## config.mk

```make
export PLATFORM = sky130hd
export DESIGN_NAME = spi_slave_rx_tx
export DESIGN_NICKNAME = d
export VERILOG_FILES = /design/src/rtl/spi_slave_rx_tx.sv
export SDC_FILE = /design/constraint.sdc
export NUM_CORES = 1
export LEC_CHECK = 0
export BUFFER_PORTS_ARGS = -buffer_cell sky130_fd_sc_hd__buf_4
export CORE_ASPECT_RATIO = 1.75
export CORE_MARGIN = 1
export CORE_UTILIZATION = 45
export CTS_CLUSTER_DIAMETER = 120
export DETAILED_ROUTE_END_ITERATION = 8
export PLACE_DENSITY = 0.61
export SLEW_MARGIN = 15
export SYNTH_ARGS = -nofsm -noshare
export SYNTH_HDL_FRONTEND = slang
export SYNTH_SLANG_ARGS = --single-unit
```

## constraint.sdc

```tcl
create_clock -name clk -period 2.6 [get_ports clk]
set_clock_uncertainty 0.1 [all_clocks]
set_input_delay 0.26 -clock clk [delete_from_list [all_inputs] [get_ports clk]]
set_output_delay 0.26 -clock clk [all_outputs]
set_load 0.05 [all_outputs]
```

## src/rtl/spi_slave_rx_tx.sv

```systemverilog
// spi_slave_rx_tx: mode-0 SPI slave running entirely in the clk domain.
// SPI pins are synchronised and edge-detected. MOSI words land in rx_data.
// MISO returns words from a one-deep transmit buffer, and IDLE_BYTE is sent
// whenever that buffer is empty at the start of a word.
module spi_slave_rx_tx #(
    parameter int unsigned           DATA_WIDTH = 8,
    parameter logic [DATA_WIDTH-1:0] IDLE_BYTE  = 8'hFF
) (
    input  logic                  clk,
    input  logic                  reset,
    input  logic                  ss,
    input  logic                  sck,
    input  logic                  mosi,
    output logic                  miso,
    output logic                  miso_oe,
    input  logic [DATA_WIDTH-1:0] tx_data,
    input  logic                  tx_load,
    output logic                  tx_ready,
    output logic [DATA_WIDTH-1:0] rx_data,
    output logic                  rx_valid,
    output logic                  tx_underrun,
    output logic                  busy
);
    localparam int unsigned      CNT_W    = $clog2(DATA_WIDTH) + 1;
    localparam logic [CNT_W-1:0] LAST_BIT = CNT_W'(DATA_WIDTH - 1);

    localparam logic [1:0] ST_WAIT_DESEL = 2'd0;
    localparam logic [1:0] ST_IDLE       = 2'd1;
    localparam logic [1:0] ST_LOAD       = 2'd2;
    localparam logic [1:0] ST_SHIFT      = 2'd3;

    logic [2:0]            ss_sync;
    logic [2:0]            sck_sync;
    logic [1:0]            mosi_sync;
    logic                  sel_fall;
    logic                  sel_rise;
    logic                  sck_rise;
    logic                  sck_fall;
    logic                  ss_low;
    logic                  mosi_bit;

    logic [1:0]            state;
    logic [1:0]            state_next;
    logic [CNT_W-1:0]      bit_cnt;
    logic                  load_pending;
    logic [DATA_WIDTH-1:0] rx_shift;
    logic [DATA_WIDTH-1:0] rx_word;
    logic [DATA_WIDTH-1:0] tx_shift;
    logic [DATA_WIDTH-1:0] tx_shift_next;
    logic [DATA_WIDTH-1:0] tx_buf;
    logic                  do_load;
    logic                  shift_in;
    logic                  word_done;

    // Two-flop synchronisers, plus a third history flop on ss and sck for edge detection.
    always_ff @(posedge clk) begin
        if (reset) begin
            ss_sync   <= '1;
            sck_sync  <= '0;
            mosi_sync <= '0;
        end else begin
            ss_sync   <= {ss_sync[1:0], ss};
            sck_sync  <= {sck_sync[1:0], sck};
            mosi_sync <= {mosi_sync[0], mosi};
        end
    end

    assign sel_fall = ss_sync[2] & ~ss_sync[1];
    assign sel_rise = ~ss_sync[2] & ss_sync[1];
    assign sck_rise = sck_sync[1] & ~sck_sync[2];
    assign sck_fall = ~sck_sync[1] & sck_sync[2];
    assign ss_low   = ~ss_sync[1];
    assign mosi_bit = mosi_sync[1];
    assign rx_word  = {rx_shift[DATA_WIDTH-2:0], mosi_bit};

    // Next-state decode. A deselect edge overrides everything else.
    always_comb begin
        state_next    = state;
        do_load       = 1'b0;
        shift_in      = 1'b0;
        word_done     = 1'b0;
        tx_shift_next = tx_shift;
        if (sel_rise) begin
            state_next = ST_IDLE;
        end else begin
            case (state)
                ST_WAIT_DESEL: if (!ss_low) state_next = ST_IDLE;
                ST_IDLE:       if (sel_fall) state_next = ST_LOAD;
                ST_LOAD: begin
                    do_load    = 1'b1;
                    state_next = ST_SHIFT;
                end
                ST_SHIFT: begin
                    if (sck_rise) begin
                        shift_in  = 1'b1;
                        word_done = (bit_cnt == LAST_BIT);
                    end
                    if (sck_fall) begin
                        if (load_pending) begin
                            do_load = 1'b1;
                        end else begin
                            tx_shift_next = {tx_shift[DATA_WIDTH-2:0], 1'b0};
                        end
                    end
                end
                default: state_next = ST_WAIT_DESEL;
            endcase
            if (do_load) begin
                tx_shift_next = tx_ready ? IDLE_BYTE : tx_buf;
            end
        end
    end

    // FSM, bit counter, and the receive and transmit shift registers.
    always_ff @(posedge clk) begin
        if (reset) begin
            state        <= ST_WAIT_DESEL;
            bit_cnt      <= '0;
            load_pending <= 1'b0;
            rx_shift     <= '0;
            tx_shift     <= '0;
            rx_data      <= '0;
            rx_valid     <= 1'b0;
            tx_underrun  <= 1'b0;
        end else begin
            state       <= state_next;
            tx_shift    <= tx_shift_next;
            rx_valid    <= word_done;
            tx_underrun <= do_load & tx_ready;
            if (sel_rise) begin
                bit_cnt      <= '0;
                load_pending <= 1'b0;
            end else if (do_load) begin
                bit_cnt      <= '0;
                load_pending <= 1'b0;
            end else if (shift_in) begin
                rx_shift <= rx_word;
                if (word_done) begin
                    rx_data      <= rx_word;
                    bit_cnt      <= '0;
                    load_pending <= 1'b1;
                end else begin
                    bit_cnt <= bit_cnt + CNT_W'(1);
                end
            end
        end
    end

    // One-deep transmit buffer. A load from an empty buffer still reports underrun and keeps the new word.
    always_ff @(posedge clk) begin
        if (reset) begin
            tx_ready <= 1'b1;
            tx_buf   <= '0;
        end else if (do_load && !tx_ready) begin
            tx_ready <= 1'b1;
        end else if (tx_load && tx_ready) begin
            tx_buf   <= tx_data;
            tx_ready <= 1'b0;
        end
    end

    // Registered pin-side outputs. MISO is forced low unless a frame is in progress.
    always_ff @(posedge clk) begin
        if (reset) begin
            miso    <= 1'b0;
            miso_oe <= 1'b0;
            busy    <= 1'b0;
        end else begin
            miso    <= (ss_low && state_next == ST_SHIFT) ? tx_shift_next[DATA_WIDTH-1] : 1'b0;
            miso_oe <= ss_low;
            busy    <= ss_low && (state_next == ST_LOAD || state_next == ST_SHIFT);
        end
    end

endmodule

```

==> flow_metrics.env, run 1 <==
export IMPL_status="complete, no violations"
export IMPL_arrival_ns=2.05
export IMPL_grtUsageMet3=0.03608
export IMPL_area_growth_pct=16.83
export IMPL_rsz0062_at_grt="false"
export IMPL_worstMarginPinSlew_ns=0.6500
export IMPL_synthDistinctLibCells=33
export IMPL_cts_buffer_depth=2
export IMPL_min_from="ss"
export IMPL_clkSinkCount=52
export IMPL_yosysWarningCount=0
export IMPL_via_count=1478
export IMPL_synth_area_per_cell_sq_um=9.258
export IMPL_nNetsFinal=246
export IMPL_start_kind="register"
export IMPL_relSlewSlack=0.5654
export IMPL_post_route_drc_count=0
export IMPL_post_cts_setup_buffer_count=0
export IMPL_grtUsageMet1=0.1692
export IMPL_r2r_start="bit_cnt[0]"
export IMPL_die_height_microns=88.54
export IMPL_slowest_stage="nand4_1"
export IMPL_grt_max_degree=46
export IMPL_powerDensity_nw_per_um2=640.9
export IMPL_ioPinCount=28
export IMPL_final_layout_size_suffix_gt1_frac=0.1681
export IMPL_holdBufCountCts=0
export IMPL_grt_pass1_wl_microns=6023
export IMPL_nFillCells=412
export IMPL_synth_main_ff_cell="dfxtp_1"
export IMPL_finalSetupTns_ns=0
export IMPL_multi_input_area_sq_um=807.0
export IMPL_syn_area_sq_um=1926
export IMPL_synth_cells=208
export IMPL_path_class="register to register"
export IMPL_cpPeakStageDelay_ns=0.53
export IMPL_min_path_type="input port to register"
export IMPL_cts_root_buf="clkbuf_8"
export IMPL_wl_per_cell_microns=12.58
export IMPL_via_per_inst=5.260
export IMPL_slew_violations=0
export IMPL_crit_required_ns=2.68
export IMPL_ir_worst_vdd_v=0.0004282
export IMPL_grt_ovfl_total=0
export IMPL_path_cells="ha_1, and3b_1, nand4_1, mux2i_1, nor2_1"
export IMPL_ant_nets=0
export IMPL_num_rows=31
export IMPL_finalSetupViolations=0
export IMPL_grt_pass1_vias=1400
export IMPL_initialDrtViolationCount=34
export IMPL_top_usage_layer="met2"
export IMPL_htreeDepth=2
export IMPL_clkLatencyLatePin_ns=0.30
export IMPL_core_sq_um=4111
export IMPL_synth_edf_count=0
export IMPL_dr_pass1_iters=4
export IMPL_crit_fanout=10
export IMPL_hpwl_microns=2558
export IMPL_antenna_found_initial=0
export IMPL_seq_area_frac_synth=0.5406
export IMPL_port_buffers=27
export IMPL_grt_util_met2=0.3400
export IMPL_finalCriticalPeriod_ns=1.966
export IMPL_ys_ff_latch=52
export IMPL_path_clk_slew_ns=0.09
export IMPL_diodes=0
export IMPL_maxCapViolations=0
export IMPL_hold_viol=0
export IMPL_async_flop_share=0
export IMPL_seq_area_sq_um=1041
export IMPL_finalCritPeriodShare=0.7563
export IMPL_syn_num_nets=223
export IMPL_grt_usage=0.1783
export IMPL_wl_microns=3536
export IMPL_max_freq_mhz=508.6
export IMPL_cts_resized=0
export IMPL_cts_buffers=5
export IMPL_gp_congestion=0.7618
export IMPL_dieArea_sq_um=4555
export IMPL_cts_tree="yes"
export IMPL_start_util=0.4684
export IMPL_end_kind="register"
export IMPL_dieWidth_microns=51.45
export IMPL_fin_hold_ws_ns=0.04022
export IMPL_leakage_nw=0.9773
export IMPL_startpoint="bit_cnt[0]"
==> layout by cell type (no fill, tap or decap), types with 3 or more instances in the layout <==
cell type  instances
a21oi_1           16
a311oi_1           6
buf_4             29
clkbuf_8           5
dfxtp_1           52
inv_1              4
mux2i_1           16
nand2_1           20
nand2b_1           4
nand3_1            9
nand4_1            3
nor2_1            31
nor2b_1            6
o21ai_0            7
==> area by class of cell <==
type | count | area share
Sequential cell | 52 | 0.4627
Multi-Input combinational cell | 139 | 0.3587
Timing Repair Buffer | 29 | 0.09677
Clock buffer | 6 | 0.03226
Tap cell | 49 | 0.02725
Clock inverter | 2 | 0.01557
Inverter | 4 | 0.006674
==> critical path: cells and delay by family (launching register included) <==
family        cells  cell delay, ns
simple gates      3            0.79
fa+ha+maj         1            0.22
mux               1            0.36
flops             1            0.38
==> flip-flops by register name, indices dropped and copies added, names as in the netlist, 2 cells and up <==
| register | flops |
|---|---|
| sck_sync | 3 |
| rx_shift | 7 |
| bit_cnt | 4 |
| rx_data | 8 |
| ss_sync | 3 |
| tx_buf | 8 |
| state | 2 |
| tx_shift | 8 |
| mosi_sync | 2 |
==> report_power, final <==
group	total [W]	switching (W)	internal (W)	leakage, nW
Clock	0.000537	0.000252	0.000286	0.0552
Sequential	0.000831	0.0000169	0.000815	0.423
Combinational	0.0000731	0.0000410	0.0000321	0.499
==> through the flow <==
| step | setup WS, ns | power, W | utilization | cell area, sq um | cells |
|---|---|---|---|---|---|
| final | 0.6337 | 0.001442 | 0.5472 | 2250 | 281 |
| after global routing | 0.4667 | 0.001502 | 0.5472 | 2250 | 281 |
| after CTS | 0.5903 | 0.001460 | 0.5472 | 2250 | 281 |
| after detailed placement | 0.6089 | 0.0009249 | 0.5210 | 2142 | 273 |
| after global placement | 0.6848 | 0.0009225 | 0.5210 | 2142 | 273 |
| after floorplan | 1.029 | 0.0008963 | - | 1926 | 208 |
==> cells in the mapped netlist (all sizes together) (6+ instances only) <==
cell    count  area share
a21oi      16       0.042
a311oi      6       0.027
clkbuf      9       0.018
dfxtp      52        0.54
mux2i      16       0.083
nand2      20       0.039
nand3       9       0.023
nor2       31       0.060
nor2b       6       0.019
o21ai       7       0.018
==> path summary, 6_finish.rpt <==
path	slack, ns	cells after the start	to
setup / recovery	0.63	5	rx_data[2]
hold / removal	0.04	2	ss_sync[0]
setup reg to reg	0.63	5	rx_data[2]
hold reg to reg	0.32	1	ss_sync[1]
==> per-layer routing <==
layer / vias up / share of wire
met1: 691 / 0.39
met3: 9 / 0.025
met5: - / 0
met2: 27 / 0.56
met4: 0 / 0.028
li1: 751 / -
==> logic make-up after synthesis <==
| family | Yosys count | synth area share |
|---|---|---|
| AOI/OAI and AO/OA | 33 | 0.1046 |
| xor gates and xnor gates | 1 | 0.004549 |
| adders and majority gates | 1 | 0.006497 |
| buffers and inverters | 17 | 0.04028 |
| DFF | 52 | 0.5406 |
| muxes | 16 | 0.08317 |
| and+or+nand+nor | 88 | 0.2203 |
(Power assumes the default switching activity.)
==> run 2, diff against run 1 <==
==> constraint.sdc (replaced) <==
create_clock -name clk -period 1.9 [get_ports clk]
set_clock_uncertainty 0.1 [all_clocks]
set_input_delay 0.19 -clock clk [delete_from_list [all_inputs] [get_ports clk]]
set_output_delay 0.19 -clock clk [all_outputs]
set_load 0.05 [all_outputs]
==> flow_metrics.env, run 2 (synthesis results as in run 1) <==
export IMPL_status="complete, no violations"
export IMPL_grt_ovfl_total=0
export IMPL_postPlaceCellArea_sq_um=2165
export IMPL_antenna_found_initial=0
export IMPL_final_area_sq_um=2306
export IMPL_hpwl_microns=2518
export IMPL_port_buffers=27
export IMPL_clkLatencyLatePin_ns=0.30
export IMPL_grt_pass1_wl_microns=5899
export IMPL_initialDrtViolationCount=21
export IMPL_leakage_nw=1.006
export IMPL_nNetsFinal=251
export IMPL_htreeDepth=2
export IMPL_via_count=1499
export IMPL_final_common_cell="dfxtp_1"
export IMPL_nFillCells=403
export IMPL_num_rows=31
export IMPL_cts_buffer_depth=2
export IMPL_end_kind="register"
export IMPL_rsz0062_at_grt="false"
export IMPL_min_path_type="input port to register"
export IMPL_cts_root_buf="clkbuf_8"
export IMPL_wl_per_cell_microns=12.41
export IMPL_worstMarginPinSlew_ns=0.4388
export IMPL_finalSetupTns_ns=0
export IMPL_grt_max_degree=46
export IMPL_cts_tree="yes"
export IMPL_ant_nets=0
export IMPL_final_layout_size_suffix_gt1_frac=0.1814
export IMPL_cts_buffers=5
export IMPL_relSlewSlack=0.7075
export IMPL_grt_pass1_vias=1417
export IMPL_reg_top3="rx_data (8), tx_buf (8), tx_shift (8)"
export IMPL_area_growth_pct=19.75
export IMPL_finalCriticalPeriod_ns=1.642
export IMPL_start_util=0.4684
export IMPL_dieArea_sq_um=4555
export IMPL_via_per_inst=5.241
export IMPL_holdBufCountCts=2
export IMPL_start_kind="register"
export IMPL_arrival_ns=1.77
export IMPL_die_height_microns=88.54
export IMPL_diodes=0
export IMPL_maxCapViolations=0
export IMPL_finalSetupViolations=0
export IMPL_slew_violations=0
export IMPL_crit_required_ns=2.03
export IMPL_final_cell_mix="dfxtp_1 (52), buf_4 (32), nor2_1 (31)"
export IMPL_dieWidth_microns=51.45
export IMPL_path_clk_slew_ns=0.09
export IMPL_post_cts_setup_buffer_count=0
export IMPL_fin_hold_ws_ns=0.01138
export IMPL_gp_congestion=0.7367
export IMPL_ioPinCount=28
export IMPL_core_sq_um=4111
export IMPL_cts_resized=0
export IMPL_clkSinkCount=52
export IMPL_crit_fanout=10
export IMPL_ir_worst_vdd_v=0.0006751
export IMPL_path_class="register to register"
export IMPL_max_freq_mhz=608.8
export IMPL_finalCritPeriodShare=0.8645
export IMPL_dr_pass1_iters=4
export IMPL_grt_usage=0.1756
export IMPL_post_route_drc_count=0
export IMPL_wl_microns=3548
export IMPL_hold_viol=0
export IMPL_powerDensity_nw_per_um2=880.7
## run 2: cell types whose count changed in the layout (fill, tap and decap cells not counted), sizes merged
cell,change
dlygate4sd3,+2
buf,+3
## run 2: worst max-delay path, stage by stage, from the launching register on
cell and delay, ns:
dfxtp_1 0.41, inv_1 0.18, o22ai_1 0.11, buf_4 0.17, or3_1 0.44, a21oi_1 0.15
## run 2: where the power goes
part / leakage (nW) / switching (W) / internal, W / total, W
clock: 0.0614 / 0.000354 / 0.000431 / 0.000785
combinational: 0.522 / 0.0000655 / 0.0000493 / 0.000115
sequential: 0.423 / 0.0000163 / 0.00111 / 0.00113
## run 2: final timing paths
check	cells past startpoint	slack, ns	to	startpoint
worst min-delay path	2	0.01	sck_sync[0]	sck
worst max-delay path	5	0.26	bit_cnt[1]	state[1]
worst max register to register	5	0.26	bit_cnt[1]	state[1]
worst min register to register	1	0.35	mosi_sync[1]	mosi_sync[0]
## run 2: layout make-up
class                      count  area [sq um]  area share
sequential                    52          1041      0.4514
multi-input combinational    139         807.0      0.3500
timing repair buffer          34         260.3      0.1129
clock buffer                   6         82.58     0.03581
tap                           49         61.31     0.02659
clock inverter                 2         38.79     0.01682
inverter                       4         15.01    0.006511
## run 2: per-stage QoR
stage / instances / util / setup slack, ns / power, W
3_3_place_gp: 276 / 0.5265 / 0.3224 / 0.001265
5_1_grt: 286 / 0.5609 / 0.1551 / 0.002115
4_1_cts: 286 / 0.5609 / 0.2610 / 0.002058
2_1_floorplan: 208 / - / 0.3285 / 0.001227
6_report: 286 / 0.5609 / 0.2575 / 0.002031
3_5_place_dp: 276 / 0.5265 / 0.2747 / 0.001269
## run 2: metal layers
| metal | global-route usage | vias to the layer above | share of wire |
|---|---|---|---|
| met5 | 0 | - | 0 |
| met2 | 0.3341 | 23 | 0.55 |
| met4 | 0.08845 | 0 | 0.020 |
| li1 | - | 766 | - |
| met3 | 0.04639 | 5 | 0.025 |
| met1 | 0.1661 | 705 | 0.40 |
==> run 3, diff against run 2 <==
==> constraint.sdc (replaced) <==
create_clock -name clk -period 1.9 [get_ports clk]
set_clock_uncertainty 0.1 [all_clocks]
set_input_delay 0.38 -clock clk [delete_from_list [all_inputs] [get_ports clk]]
set_output_delay 0.38 -clock clk [all_outputs]
set_load 0.05 [all_outputs]
==> flow_metrics.env, run 3 (synthesis results as in run 1) <==
export IMPL_dpl_worst_slack_ns=0.2553
export IMPL_crit_required_ns=2.00
export IMPL_pwr_share_clk=0.388
export IMPL_ant_nets=0
export IMPL_final_cell_mix="dfxtp_1 (52), buf_4 (33), nor2_1 (31)"
export IMPL_cts_root_buf="clkbuf_8"
export IMPL_clkSinkCount=52
export IMPL_internal_power_w=0.001594
export IMPL_via_per_inst=5.382
export IMPL_core_sq_um=4111
export IMPL_cts_buffer_depth=2
export IMPL_start_kind="register"
export IMPL_finalCriticalPeriod_ns=1.684
export IMPL_max_freq_mhz=593.9
export IMPL_path_class="register to register"
export IMPL_grt_pass1_wl_microns=6430
export IMPL_start_util=0.4684
export IMPL_fin_hold_ws_ns=0.1614
export IMPL_crit_fanout=10
export IMPL_relSlewSlack=0.7657
export IMPL_wl_microns=3827
export IMPL_swShare=0.2176
export IMPL_arrival_ns=1.78
export IMPL_nFillCells=401
export IMPL_seqPwrFrac=0.556
export IMPL_grt_usage=0.1881
export IMPL_die_height_microns=88.54
export IMPL_grt_ovfl_total=0
export IMPL_comb_power_share=0.056
export IMPL_hpwl_microns=2721
export IMPL_worstMarginPinSlew_ns=0.3507
export IMPL_reg_top3="rx_data (8), tx_buf (8), tx_shift (8)"
export IMPL_final_layout_size_suffix_gt1_frac=0.1864
export IMPL_final_area_sq_um=2293
export IMPL_final_cells=285
export IMPL_initialDrtViolationCount=14
export IMPL_holdBufCountCts=0
export IMPL_diodes=0
export IMPL_min_path_type="input port to register"
export IMPL_dpl_cell_count=277
export IMPL_maxCapViolations=0
export IMPL_status="complete, no violations"
export IMPL_num_rows=31
export IMPL_p_sw_w=0.0004431
export IMPL_dieArea_sq_um=4555
export IMPL_cts_buffers=5
export IMPL_dr_pass1_iters=4
export IMPL_via_count=1534
export IMPL_post_route_drc_count=0
export IMPL_wl_per_cell_microns=13.43
export IMPL_htreeDepth=2
export IMPL_postPlaceCellArea_sq_um=2172
export IMPL_final_common_cell="dfxtp_1"
export IMPL_clkLatencyLatePin_ns=0.30
export IMPL_grt_max_degree=29
export IMPL_port_buffers=27
export IMPL_grt_pass1_vias=1494
export IMPL_layout_setup_ws_ns=0.2161
export IMPL_antenna_found_initial=0
export IMPL_hold_viol=0
export IMPL_gp_congestion=0.7384
export IMPL_cts_tree="yes"
export IMPL_cts_resized=0
export IMPL_rsz0062_at_grt="false"
export IMPL_end_kind="register"
export IMPL_finalCritPeriodShare=0.8862
export IMPL_ioPinCount=28
export IMPL_ir_worst_vdd_v=0.0007093
export IMPL_post_cts_setup_buffer_count=0
export IMPL_finalSetupViolations=0
export IMPL_area_growth_pct=19.10
export IMPL_slew_violations=0
export IMPL_path_clk_slew_ns=0.09
export IMPL_nNetsFinal=250
export IMPL_finalSetupTns_ns=0
export IMPL_dieWidth_microns=51.45
export IMPL_powerDensity_nw_per_um2=888.0
export IMPL_leakage_nw=1.002
-- run 3: cell types whose count changed in the layout (fill, tap and decap cells not counted), sizes merged --
cell         before  now
dlygate4sd3       2    0
buf              32   33
-- run 3: layout make-up --
type / count / area (sq um) / area share
inverter: 4 / 15.01 / 0.006547
clock inverter: 2 / 38.79 / 0.01691
sequential: 52 / 1041 / 0.4539
timing repair buffer: 33 / 247.7 / 0.1080
clock buffer: 6 / 82.58 / 0.03601
multi-input combinational: 139 / 807.0 / 0.3519
tap: 49 / 61.31 / 0.02673
-- run 3: power by group through the flow --
| stage | Combinational, W | Sequential [W] | Clock, W |
|---|---|---|---|
| 2_1_floorplan | 0.0000662 | 0.00116 | 0 |
| 3_3_place_gp | 0.000110 | 0.00116 | 0 |
| 6_report | 0.000114 | 0.00113 | 0.000791 |
| 3_5_place_dp | 0.000115 | 0.00116 | 0 |
| 4_1_cts | 0.000115 | 0.00113 | 0.000806 |
| 5_1_grt | 0.000127 | 0.00114 | 0.000849 |
-- run 3: metal layers --
| layer | part of all wire | up-vias | wire length [microns] | GRT usage |
|---|---|---|---|---|
| met5 | 0 | - | 0 | 0 |
| met4 | 0.020 | 0 | 78 | 0.08845 |
| met3 | 0.028 | 9 | 107 | 0.04296 |
| met2 | 0.56 | 30 | 2142 | 0.3625 |
| met1 | 0.39 | 728 | 1499 | 0.1807 |
| li1 | - | 767 | - | - |
-- run 3: metrics by stage --
step	total power (W)	util
after floorplan	0.001227	-
after global placement	0.001266	0.5283
after detailed placement	0.001273	0.5283
after CTS	0.002053	0.5578
after global routing	0.002111	0.5578
final	0.002037	0.5578
-- run 3: critical path, stage by stage, from the launching register on --
cell and delay [ns]:
dfxtp_1 0.52, inv_1 0.18, o22ai_1 0.20, buf_4 0.19, o21ai_0 0.10, a311oi_1 0.29
-- run 3: final timing paths --
path                                 start  slack (ns)     endpoint  cells past startpoint
worst max register to register    state[1]        0.22  tx_shift[2]                      5
worst min-delay path                    ss        0.16   ss_sync[0]                      2
worst max-delay path              state[1]        0.22  tx_shift[2]                      5
worst min register to register  ss_sync[0]        0.32   ss_sync[1]                      1
